**src/rtl/vp_kbd_pkg.sv**
```systemverilog
// Shared constants, key-position type, decoder state enum and the PS/2 set-2
// scancode tables for the PS/2-to-console keyboard matrix bridge.
package vp_kbd_pkg;

  localparam int ROWS = 6;
  localparam int COLS = 8;
  localparam int KEYS = ROWS * COLS;

  localparam logic [7:0] SC_EXT  = 8'hE0;
  localparam logic [7:0] SC_BRK  = 8'hF0;
  localparam logic [7:0] SC_BAT  = 8'hAA;
  localparam logic [7:0] SC_OVR0 = 8'h00;
  localparam logic [7:0] SC_OVR1 = 8'hFF;

  typedef struct packed {
    logic [2:0] row;
    logic [2:0] col;
    logic       vld;
  } key_pos_t;

  typedef enum logic [1:0] {
    IDLE = 2'd0,
    E0   = 2'd1,
    F0   = 2'd2,
    E0F0 = 2'd3
  } dec_state_t;

  function automatic key_pos_t kp(input logic [2:0] r, input logic [2:0] c);
    key_pos_t p;
    p.row = r;
    p.col = c;
    p.vld = 1'b1;
    return p;
  endfunction

  function automatic key_pos_t std_lookup(input logic [7:0] code);
    key_pos_t p;
    p = '0;
    case (code)
      8'h45: p = kp(3'd0, 3'd0);  8'h16: p = kp(3'd0, 3'd1);
      8'h1E: p = kp(3'd0, 3'd2);  8'h26: p = kp(3'd0, 3'd3);
      8'h25: p = kp(3'd0, 3'd4);  8'h2E: p = kp(3'd0, 3'd5);
      8'h36: p = kp(3'd0, 3'd6);  8'h3D: p = kp(3'd0, 3'd7);
      8'h3E: p = kp(3'd1, 3'd0);  8'h46: p = kp(3'd1, 3'd1);
      8'h1C: p = kp(3'd1, 3'd2);  8'h32: p = kp(3'd1, 3'd3);
      8'h21: p = kp(3'd1, 3'd4);  8'h23: p = kp(3'd1, 3'd5);
      8'h24: p = kp(3'd1, 3'd6);  8'h2B: p = kp(3'd1, 3'd7);
      8'h34: p = kp(3'd2, 3'd0);  8'h33: p = kp(3'd2, 3'd1);
      8'h43: p = kp(3'd2, 3'd2);  8'h3B: p = kp(3'd2, 3'd3);
      8'h42: p = kp(3'd2, 3'd4);  8'h4B: p = kp(3'd2, 3'd5);
      8'h3A: p = kp(3'd2, 3'd6);  8'h31: p = kp(3'd2, 3'd7);
      8'h44: p = kp(3'd3, 3'd0);  8'h4D: p = kp(3'd3, 3'd1);
      8'h15: p = kp(3'd3, 3'd2);  8'h2D: p = kp(3'd3, 3'd3);
      8'h1B: p = kp(3'd3, 3'd4);  8'h2C: p = kp(3'd3, 3'd5);
      8'h3C: p = kp(3'd3, 3'd6);  8'h2A: p = kp(3'd3, 3'd7);
      8'h1D: p = kp(3'd4, 3'd0);  8'h22: p = kp(3'd4, 3'd1);
      8'h35: p = kp(3'd4, 3'd2);  8'h1A: p = kp(3'd4, 3'd3);
      8'h12: p = kp(3'd4, 3'd4);  8'h14: p = kp(3'd4, 3'd5);
      8'h11: p = kp(3'd4, 3'd6);  8'h76: p = kp(3'd4, 3'd7);
      8'h0D: p = kp(3'd5, 3'd0);  8'h66: p = kp(3'd5, 3'd1);
      8'h29: p = kp(3'd5, 3'd2);  8'h05: p = kp(3'd5, 3'd3);
      8'h06: p = kp(3'd5, 3'd4);  8'h04: p = kp(3'd5, 3'd5);
      8'h0C: p = kp(3'd5, 3'd6);  8'h5A: p = kp(3'd5, 3'd7);
      default: p = '0;
    endcase
    return p;
  endfunction

  // Cursor keys share the F1..F4 positions; right Ctrl/Alt alias the left ones.
  function automatic key_pos_t ext_lookup(input logic [7:0] code);
    key_pos_t p;
    p = '0;
    case (code)
      8'h75: p = kp(3'd5, 3'd3);
      8'h72: p = kp(3'd5, 3'd4);
      8'h6B: p = kp(3'd5, 3'd5);
      8'h74: p = kp(3'd5, 3'd6);
      8'h14: p = kp(3'd4, 3'd5);
      8'h11: p = kp(3'd4, 3'd6);
      default: p = '0;
    endcase
    return p;
  endfunction

endpackage

```
**src/rtl/vp_ps2_matrix_if.sv**
```systemverilog
// Scancode byte stream handshake into the keyboard matrix bridge.
interface vp_ps2_matrix_if;
  logic [7:0] scan_i;
  logic       scan_vld_i;
  logic       scan_rdy_o;

  modport master (output scan_i, output scan_vld_i, input scan_rdy_o);
  modport slave  (input scan_i, input scan_vld_i, output scan_rdy_o);
endinterface

```
**src/rtl/vp_kbd_lut.sv**
```systemverilog
// Registered scancode-to-matrix-position lookup, one cycle latency.
// Extended codes resolve only when VP_KBD_EXT_KEYS_EN is defined.
module vp_kbd_lut
  import vp_kbd_pkg::*;
(
  input  logic       clk_i,
  input  logic       res_n_i,
  input  logic       vld_p0,
  input  logic [7:0] code_p0,
  input  logic       ext_p0,
  output logic       vld_p1,
  output key_pos_t   pos_p1
);

  key_pos_t pos_nxt;

  always_comb begin
    pos_nxt = '0;
`ifdef VP_KBD_EXT_KEYS_EN
    pos_nxt = ext_p0 ? ext_lookup(code_p0) : std_lookup(code_p0);
`else
    pos_nxt = ext_p0 ? key_pos_t'('0) : std_lookup(code_p0);
`endif
  end

  // p0 -> p1
  always_ff @(posedge clk_i or negedge res_n_i) begin
    if (!res_n_i) vld_p1 <= 1'b0;
    else          vld_p1 <= vld_p0;
  end

  always_ff @(posedge clk_i) begin
    pos_p1 <= pos_nxt;
  end

endmodule

```
**src/rtl/vp_ps2_matrix.sv**
```systemverilog
// PS/2 set-2 scancode decoder driving a 6x8 console keyboard matrix.
// Define VP_KBD_EXT_KEYS_EN to map E0-prefixed keys onto the matrix.
module vp_ps2_matrix
  import vp_kbd_pkg::*;
#(
  parameter int TIMEOUT_CYCLES = 21477
)(
  input  logic                 clk_i,
  input  logic                 res_n_i,
  vp_ps2_matrix_if.slave       scan_if,
  input  logic [ROWS-1:0]      keyb_dec_i,
  output logic [COLS-1:0]      keyb_enc_o,
  output logic [KEYS-1:0]      matrix_o
);

  localparam int CNT_W = (TIMEOUT_CYCLES > 1) ? $clog2(TIMEOUT_CYCLES) : 1;
  localparam logic [CNT_W-1:0] CNT_LAST = CNT_W'(TIMEOUT_CYCLES - 1);

  dec_state_t       state, state_nxt;
  logic [CNT_W-1:0] cnt;
  logic             accept;
  logic [7:0]       scan;
  logic             evt_vld, evt_ext, evt_brk, evt_clr;

  logic             busy_p0, vld_p0, clr_p0, ext_p0, brk_p0;
  logic [7:0]       code_p0;
  logic             busy_p1, vld_p1, clr_p1, brk_p1;
  key_pos_t         pos_p1;
  logic [KEYS-1:0]  matrix_q;

  assign scan               = scan_if.scan_i;
  assign scan_if.scan_rdy_o = ~(busy_p0 | busy_p1);
  assign accept             = scan_if.scan_vld_i & scan_if.scan_rdy_o;

  always_ff @(posedge clk_i or negedge res_n_i) begin
    if (!res_n_i) begin
      state <= IDLE;
      cnt   <= '0;
    end else begin
      state <= state_nxt;
      if (accept || state == IDLE || cnt == CNT_LAST) cnt <= '0;
      else                                            cnt <= cnt + 1'b1;
    end
  end

  always_comb begin
    state_nxt = state;
    if (accept) begin
      case (state)
        IDLE:    if (scan == SC_EXT)      state_nxt = E0;
                 else if (scan == SC_BRK) state_nxt = F0;
        E0:      state_nxt = (scan == SC_BRK) ? E0F0 : IDLE;
        default: state_nxt = IDLE;
      endcase
    end else if (state != IDLE && cnt == CNT_LAST) begin
      state_nxt = IDLE;
    end
  end

  // Reset-report (AA) and overrun (00/FF) only count as such outside a prefix.
  always_comb begin
    evt_vld = 1'b0;
    evt_ext = 1'b0;
    evt_brk = 1'b0;
    evt_clr = 1'b0;
    if (accept) begin
      case (state)
        IDLE: begin
          if (scan == SC_BAT || scan == SC_OVR0 || scan == SC_OVR1) evt_clr = 1'b1;
          else if (scan != SC_EXT && scan != SC_BRK)                evt_vld = 1'b1;
        end
        E0: begin
          evt_vld = (scan != SC_BRK);
          evt_ext = 1'b1;
        end
        F0: begin
          evt_vld = 1'b1;
          evt_brk = 1'b1;
        end
        default: begin
          evt_vld = 1'b1;
          evt_ext = 1'b1;
          evt_brk = 1'b1;
        end
      endcase
    end
  end

  // accept -> p0
  always_ff @(posedge clk_i or negedge res_n_i) begin
    if (!res_n_i) begin
      busy_p0 <= 1'b0;
      vld_p0  <= 1'b0;
      clr_p0  <= 1'b0;
    end else begin
      busy_p0 <= accept;
      vld_p0  <= evt_vld;
      clr_p0  <= evt_clr;
    end
  end

  always_ff @(posedge clk_i) begin
    code_p0 <= scan;
    ext_p0  <= evt_ext;
    brk_p0  <= evt_brk;
  end

  vp_kbd_lut u_lut (
    .clk_i   (clk_i),
    .res_n_i (res_n_i),
    .vld_p0  (vld_p0),
    .code_p0 (code_p0),
    .ext_p0  (ext_p0),
    .vld_p1  (vld_p1),
    .pos_p1  (pos_p1)
  );

  // p0 -> p1
  always_ff @(posedge clk_i or negedge res_n_i) begin
    if (!res_n_i) begin
      busy_p1 <= 1'b0;
      clr_p1  <= 1'b0;
    end else begin
      busy_p1 <= busy_p0;
      clr_p1  <= clr_p0;
    end
  end

  always_ff @(posedge clk_i) begin
    brk_p1 <= brk_p0;
  end

  // p1 -> matrix state
  always_ff @(posedge clk_i or negedge res_n_i) begin
    if (!res_n_i) begin
      matrix_q <= '0;
    end else if (clr_p1) begin
      matrix_q <= '0;
    end else if (vld_p1 && pos_p1.vld) begin
      matrix_q[{pos_p1.row, pos_p1.col}] <= ~brk_p1;
    end
  end

  assign matrix_o = matrix_q;

  always_comb begin
    keyb_enc_o = '1;
    for (int r = 0; r < ROWS; r++) begin
      if (!keyb_dec_i[r]) keyb_enc_o = keyb_enc_o & ~matrix_q[r*COLS +: COLS];
    end
  end

endmodule

```
**src/flat_wrapper.sv**
```systemverilog
// flat-port wrapper written by rule: the top's interface ports become plain ports
module vp_ps2_matrix_flat import vp_kbd_pkg::*;
#(
  parameter int TIMEOUT_CYCLES = 21477
)
  (clk_i, res_n_i, keyb_dec_i, keyb_enc_o, matrix_o, scan_if_scan_i, scan_if_scan_vld_i, scan_if_scan_rdy_o);
  vp_ps2_matrix_if scan_if_i ();
  input  logic clk_i;
  input  logic res_n_i;
  input  logic [ROWS-1:0] keyb_dec_i;
  output logic [COLS-1:0] keyb_enc_o;
  output logic [KEYS-1:0] matrix_o;
  input wire logic [$bits(scan_if_i.scan_i)-1:0] scan_if_scan_i;
  input wire logic [$bits(scan_if_i.scan_vld_i)-1:0] scan_if_scan_vld_i;
  output wire logic [$bits(scan_if_i.scan_rdy_o)-1:0] scan_if_scan_rdy_o;
  assign scan_if_i.scan_i = scan_if_scan_i;
  assign scan_if_i.scan_vld_i = scan_if_scan_vld_i;
  assign scan_if_scan_rdy_o = scan_if_i.scan_rdy_o;
  vp_ps2_matrix #(.TIMEOUT_CYCLES(TIMEOUT_CYCLES)) u_core (.clk_i(clk_i), .res_n_i(res_n_i), .scan_if(scan_if_i), .keyb_dec_i(keyb_dec_i), .keyb_enc_o(keyb_enc_o), .matrix_o(matrix_o));
endmodule
```
**config.mk**
```make
export PLATFORM = sky130hd
export DESIGN_NAME = vp_ps2_matrix_flat
export DESIGN_NICKNAME = d
export VERILOG_FILES = /design/src/rtl/vp_kbd_pkg.sv /design/src/rtl/vp_ps2_matrix_if.sv /design/src/rtl/vp_kbd_lut.sv /design/src/rtl/vp_ps2_matrix.sv /design/src/flat_wrapper.sv
export SDC_FILE = /design/constraint.sdc
export NUM_CORES = 1
export LEC_CHECK = 0
export BUFFER_PORTS_ARGS = -buffer_cell sky130_fd_sc_hd__buf_2
export CAP_MARGIN = 20
export CORE_MARGIN = 2
export CORE_UTILIZATION = 30
export DETAILED_ROUTE_END_ITERATION = 10
export PLACE_DENSITY = 0.45
export SYNTH_ARGS = -nofsm -noshare
export SYNTH_HDL_FRONTEND = slang
export SYNTH_SLANG_ARGS = --single-unit
```
**constraint.sdc**
```tcl
create_clock -name clk_i -period 1.9 [get_ports clk_i]
set_input_delay 0.285 -clock clk_i [delete_from_list [all_inputs] [get_ports clk_i]]
set_output_delay 0.285 -clock clk_i [all_outputs]
set_load 0.03 [all_outputs]
```
# After elaboration in Yosys (flattened, before gate mapping)
# Memory sizes are Yosys's and may differ from the RTL's. A register that Yosys moved wholly into a read port is not among the register bits.
# Cells that the tools add are included.
dict set report classes {
  addsub 1
  multipliers 0
  n_div 0
  n_lt_le_gt_ge 2
  eq_ne 10
  n_shift 0
  n_mux 27
  bitwise 15
  reduce_logical 17
}
# op count
set ops {}
lappend ops {{two-way mux 48 bit} 2}
lappend ops {{bitwise mux 48 bit} 1}
lappend ops {{two-way mux 8 bit} 6}
lappend ops {{NOT 8 bit} 6}
lappend ops {{AND 8 bit} 5}
lappend ops {{equality test 8 bit (second input constant)} 4}
lappend ops {{inequality test 8 bit (second input constant)} 2}
lappend ops {{adder 15 x 1 -> 15 bit (second input constant)} 1}
lappend ops {{equality test 15 bit (second input constant)} 1}
lappend ops {{two-way mux 15 bit} 1}
lappend ops {{two-way mux 2 bit} 5}
lappend ops {{two-way mux 1 bit} 9}
lappend ops {{logical NOT 8 bit} 1}
lappend ops {{< comparator 6 x 7 -> 1 bit (second input constant)} 1}
lappend ops {{demux 1 bit (select 6 bit)} 1}
lappend ops {{>= comparator 6 x 1 -> 1 bit (second input constant)} 1}
lappend ops {{nonzero test 2 bit} 3}
lappend ops {{OR reduction 2 bit} 3}
lappend ops {{logical AND 1 bit} 4}
lappend ops {{logical OR 1 bit} 4}
lappend ops {{inequality test 4 bit (second input constant)} 1}
lappend ops {{one-hot mux 2 bit (2 select lines)} 1}
lappend ops {{equality test 2 x 1 -> 1 bit (second input constant)} 1}
lappend ops {{equality test 2 bit (second input constant)} 1}
lappend ops {{other kinds (6)} 7}
dict set report word_totals {
  regBits 82
  latchBits 0
  ram_bits 0
  rom_bits 896
  in_bits 17
  wordCells 86
  memories 1
}
# name depth width read_ports rd_clocked_by_memory_dff write_ports line_no
set memory_table {}
lappend memory_table {{(no name shown)} 128 7 1 1 0 vp_kbd_pkg.sv:39} ;# case (code)

# Logic depth before layout (Yosys ltp)
dict set report logic_depth {
  ltp_word 12
  ltp_mapped 8
  mapped_depth_nobuf 7
}

# Cells and area by module
# From an unflattened synthesis, not the netlist that was laid out.
dict set report unflattened {
  hier_cells 602
  area_unflattened_um2 5127.4
}
# module instances cells_each area_each_um2 seq_area_each_um2
set by_module_without_submodules {}
lappend by_module_without_submodules {vp_ps2_matrix 1 446 3910.0 1971.9}
lappend by_module_without_submodules {vp_kbd_lut 1 156 1217.4 165.2}

# Worst setup path before layout
# No wires, ideal clock.
dict set report synth_timing {
  kind {register to register}
  from {register u_core.busy_p0}
  to {register u_core.cnt[10]}
  setup_time_ns 0.121
  arrival_ns 1.703
  slack_ns 0.076
  path_stages_with_launch 7
  n_path_buf 1
  cell_sequence {dfrtp_1 nor2_1 nand2_1 o21a_1 o21ai_1 buf_2 nor2_1}
}
dict set report synth_between {
  elab_chain_len 6
}
# item line_no
set synth_rtl {}
lappend synth_rtl {{start, declared} vp_ps2_matrix.sv:25} ;# logic busy_p0, vld_p0, clr_p0, ext_p0, brk_p0;
lappend synth_rtl {{start signal, assigned} vp_ps2_matrix.sv:96} ;# busy_p0 <= accept;
lappend synth_rtl {{OR 1 bit} vp_ps2_matrix.sv:32} ;# assign scan_if.scan_rdy_o = ~(busy_p0 | busy_p1);
lappend synth_rtl {{NOT 1 bit} vp_ps2_matrix.sv:32}
lappend synth_rtl {{via scan_if_scan_rdy_o} flat_wrapper.sv:15} ;# output wire logic [$bits(scan_if_i.scan_rdy_o)-1:0] scan_if_scan_rdy_o;
lappend synth_rtl {{AND 1 bit} vp_ps2_matrix.sv:33} ;# assign accept = scan_if.scan_vld_i & scan_if.scan_rdy_o;
lappend synth_rtl {{logical OR 1 bit (2 in a row)} vp_ps2_matrix.sv:41} ;# if (accept || state == IDLE || cnt == CNT_LAST) cnt <= '0;
lappend synth_rtl {{two-way mux 15 bit} vp_ps2_matrix.sv:41}
lappend synth_rtl {{end signal, assigned} vp_ps2_matrix.sv:42} ;# else cnt <= cnt + 1'b1;
lappend synth_rtl {{end, declared} vp_ps2_matrix.sv:20} ;# logic [CNT_W-1:0] cnt;
# The timed path passes the listed nets, and every way through them passes these cells.
# A chain may end at the register's enable or synchronous reset.

==> key figures <==
Logic synthesis
  – Register bit total from synthesis: 89
  – Synthesized instance count: 553
  – Cell Area, Synth: 4880 um^2
  – Library cells used by synthesis: 61
  – Asr flop ratio synth: 79.8%
  – Sequential share of the synthesized area: 43.8%
  – Most frequently used flop master after synthesis: dfrtp_1
  – Post-Syn Nets: 578
  – Synth Area per Inst: 8.82 um^2
  – Number of synthesized flops with an enable pin: 0
  – Yosys warns: 0

STA
  – Setup TNS Final: 0 ns
  – RSZ-0062 raised after global routing: no
  – # setup viols final: 0
  – Hold slack: 0.0724 ns
  – Minimum clock period: 1.76 ns
  – Worst-Margin Slew: 0.719 ns
  – Worst Skew: 0.00477 ns
  – Fin crit share: 92.8%
  – Hold Fails Final Rpt: 0
  – F_max: 0.567 GHz
  – Slew Limit Fails: 0
  – Slew HR: 52.1%

Min path
  – Hold crit path type: input pin to flip-flop
  – Hold_sp: scan_if_scan_i[2]

Power and ir drop
  – NetSw: 1.38 mW
  – Sw frac: 30.2%
  – Internal power: 3.19 mW
  – Combinational Power Share: 18.1%
  – Lkg Pwr: 2.47 nW
  – Clock share of power: 36.0%
  – Power per cell area: 774 nW/um^2
  – VDD IR max: 0.444 mV
  – Sequential Power Share: 45.9%

Route
  – Avg Vias per Cell: 5.24
  – WL/cell: 17.5 um
  – Number of DRC markers in iteration 0: 376
  – # DRC: 0
  – Via count: 4442
  – Number of routed nets with antenna violations: 0
  – Routed wire length: 14800 um
  – Initial DRT Pass Iterations: 5

Placement
  – IO Port Bufs: 73
  – Gpl congestion: 0.831
  – Placed cell count: 831
  – Hpwl dp: 10600 um

Finish
  – Register area: 2140 um^2
  – Area of the multi-input gates: 2310 um^2
  – Final Util: 37.1%
  – Nets@finish: 652
  – Share of cells above drive strength 1: 21.2%
  – Area Growth Syn to Fin: 20.9%
  – Ant diodes: 0
  – Fillers: 1698
  – Final Non-Filler Cells: 848

Worst setup path
  – WP data required: 2.16 ns
  – Worst setup SP type: flip-flop
  – Slowest stage cell, crit path: dfxtp_1
  – Critical Path AT: 2.02 ns
  – Critical Path End Type: flip-flop
  – Maximum fanout along the worst path: 7
  – Reg-to-reg startpoint: u_core.code_p0[1]$_DFF_P_
  – Delay-heaviest family, CP: compound AO/OA/AOI/OAI gates
  – Crit-path max cell delay: 0.34 ns
  – Crit-path cells: inv_1, ha_1, nand2b_1, o211ai_1, a32oi_1, a21oi_1, nor3_1
  – Reg2reg setup slack: 0.14 ns
  – Critical path origin: u_core.code_p0[1]$_DFF_P_
  – Setup CP Type: flip-flop to flip-flop
  – Crit path buf inv count: 1

Floorplan
  – Initial core utilization: 30.7%
  – # rows: 46
  – Number of I/O pins: 74
  – Die Height: 132 um
  – Core Area: 15900 um^2
  – Die X: 132 um
  – Die Area: 17300 um^2

Clock tree
  – Clock Path Buffers: 2
  – Reg clk slew, reported paths: 0.06 ns
  – Clk Latency, worst-skew pair: 0.34 ns
  – Setup bufs post-CTS: 0
  – CTS buffer count: 9
  – CTS tree: yes
  – Clock root cell: clkbuf_16
  – H-tree depth: 3
  – Clock sink total: 89

Global route
  – Initial antenna violation count: 0
  – First-pass GRT wire length: 24200 um
  – GRT overflow: 0
  – GRT Overall Usage: 17.4%
  – Pin count of the biggest net entering global routing: 72
  – Via count of the first global-routing pass: 4385

Run status
  – Status: completed

Job
  – Maxcap violations: 0
## flip-flops by register name, summed over array words and instances, names as in the netlist, 2 cells and up
register,count
u_core.cnt,15
u_core.state,2
u_core.u_lut.pos_p1,7
u_core.matrix_o,48
u_core.code_p0,8
## metal layers
layer / track usage (%) / part of all wire (%) / vias up / routed length (um)
met5: 0 / 0 / - / 0
met4: 3.02 / 0.68 / 0 / 101
met3: 4.24 / 4.8 / 11 / 708
met2: 28.3 / 48 / 117 / 7120
met1: 23.7 / 46 / 2152 / 6880
li1: - / - / 2162 / -
## power by group through the flow
stage	Clock (mW)	Sequential (mW)	Combinational, mW
after floorplan	0	2.21	0.423
after global placement	0	2.13	0.822
after detailed placement	0	2.13	0.825
after CTS	1.70	2.09	0.829
after global routing	1.77	2.11	0.894
final	1.64	2.09	0.828
## logic make-up (layout without fill, tap and decap cells)
family,Yosys count,in the layout,synth area share [%]
AOI/OAI and AO/OA,184,184,25.3
xor gates and xnor gates,14,14,2.51
adders and majority gates,8,8,2.05
buffers and inverters,109,188,8.98
DFF,89,89,43.8
muxes,4,4,0.846
and+or+nand+nor,145,145,16.5
## synthesized netlist by cell type (all sizes together) (12+ instances only)
cell type	count	area, um^2
inv	61	229
dfrtp	71	1780
o22ai	24	150
nor3	19	100
o21ai	19	95.1
nand3	12	60.1
nor2	30	113
dfxtp	18	360
clkbuf	24	91.3
buf	24	118
a21oi	60	300
a311oi	44	385
nand2	28	105
## cells in the final DEF (no fill, tap or decap), drive strengths merged, types with 6 or more instances in the layout
cell    Yosys  routed
ha          8       8
a21oi      60      60
a211oi      7       7
nand3      12      12
nand2      28      28
inv        61      61
nor2       30      30
nor2b      11      11
dfrtp      71      71
nor3       19      19
a311oi     44      44
nand4       8       8
clkbuf     24      16
o21ai      19      19
o22ai      24      24
xor2        9       9
dfxtp      18      18
buf        24     110
nor3b       6       6
## final timing paths
check | depth (start not counted) | endpoint
worst max-delay path | 7 | u_core.u_lut.pos_p1[1]$_SDFF_PP0_
worst min-delay path | 1 | u_core.code_p0[2]$_DFF_P_
worst max register to register | 7 | u_core.u_lut.pos_p1[1]$_SDFF_PP0_
worst min register to register | 0 | u_core.brk_p1$_DFF_P_
max in group asynchronous | 3 | u_core.state[1]$_DFFE_PN0P_
min in group asynchronous | 3 | u_core.matrix_o[47]$_DFFE_PN0P_
## timing repair
action | CTS | global route
endpoints found under the hold margin | 55 | 0
endpoints found under the setup margin | 0 | 2
hold buffers | 1 | 0
resized for setup | 0 | 2
## area by class of cell
type	count	area share (%)
clock buffers	16	4.43
inverters	61	3.88
multi-input cells	355	39.2
flip-flops and latches	89	36.2
well taps	216	4.58
repair buffers	111	11.7
## metrics by stage
step	setup slack (ns)	instance area, um^2	power [mW]
2_1_floorplan	0.0759	4880	2.64
3_3_place_gp	0.0942	5620	2.95
3_5_place_dp	0.0878	5620	2.95
4_1_cts	0.140	5890	4.62
5_1_grt	0.00145	5900	4.77
6_report	0.137	5900	4.56
## worst reg2reg max path, delay by kind of cell (launching register included)
family                   cells  cell delay (ns)
buffers and inverters        1             0.16
adder cells (fa/ha/maj)      1             0.34
flip-flops                   1             0.34
AND/OR/NAND/NOR              2             0.37
AO/OA/AOI/OAI                3             0.49
Power figures use the tool's default switching activity.
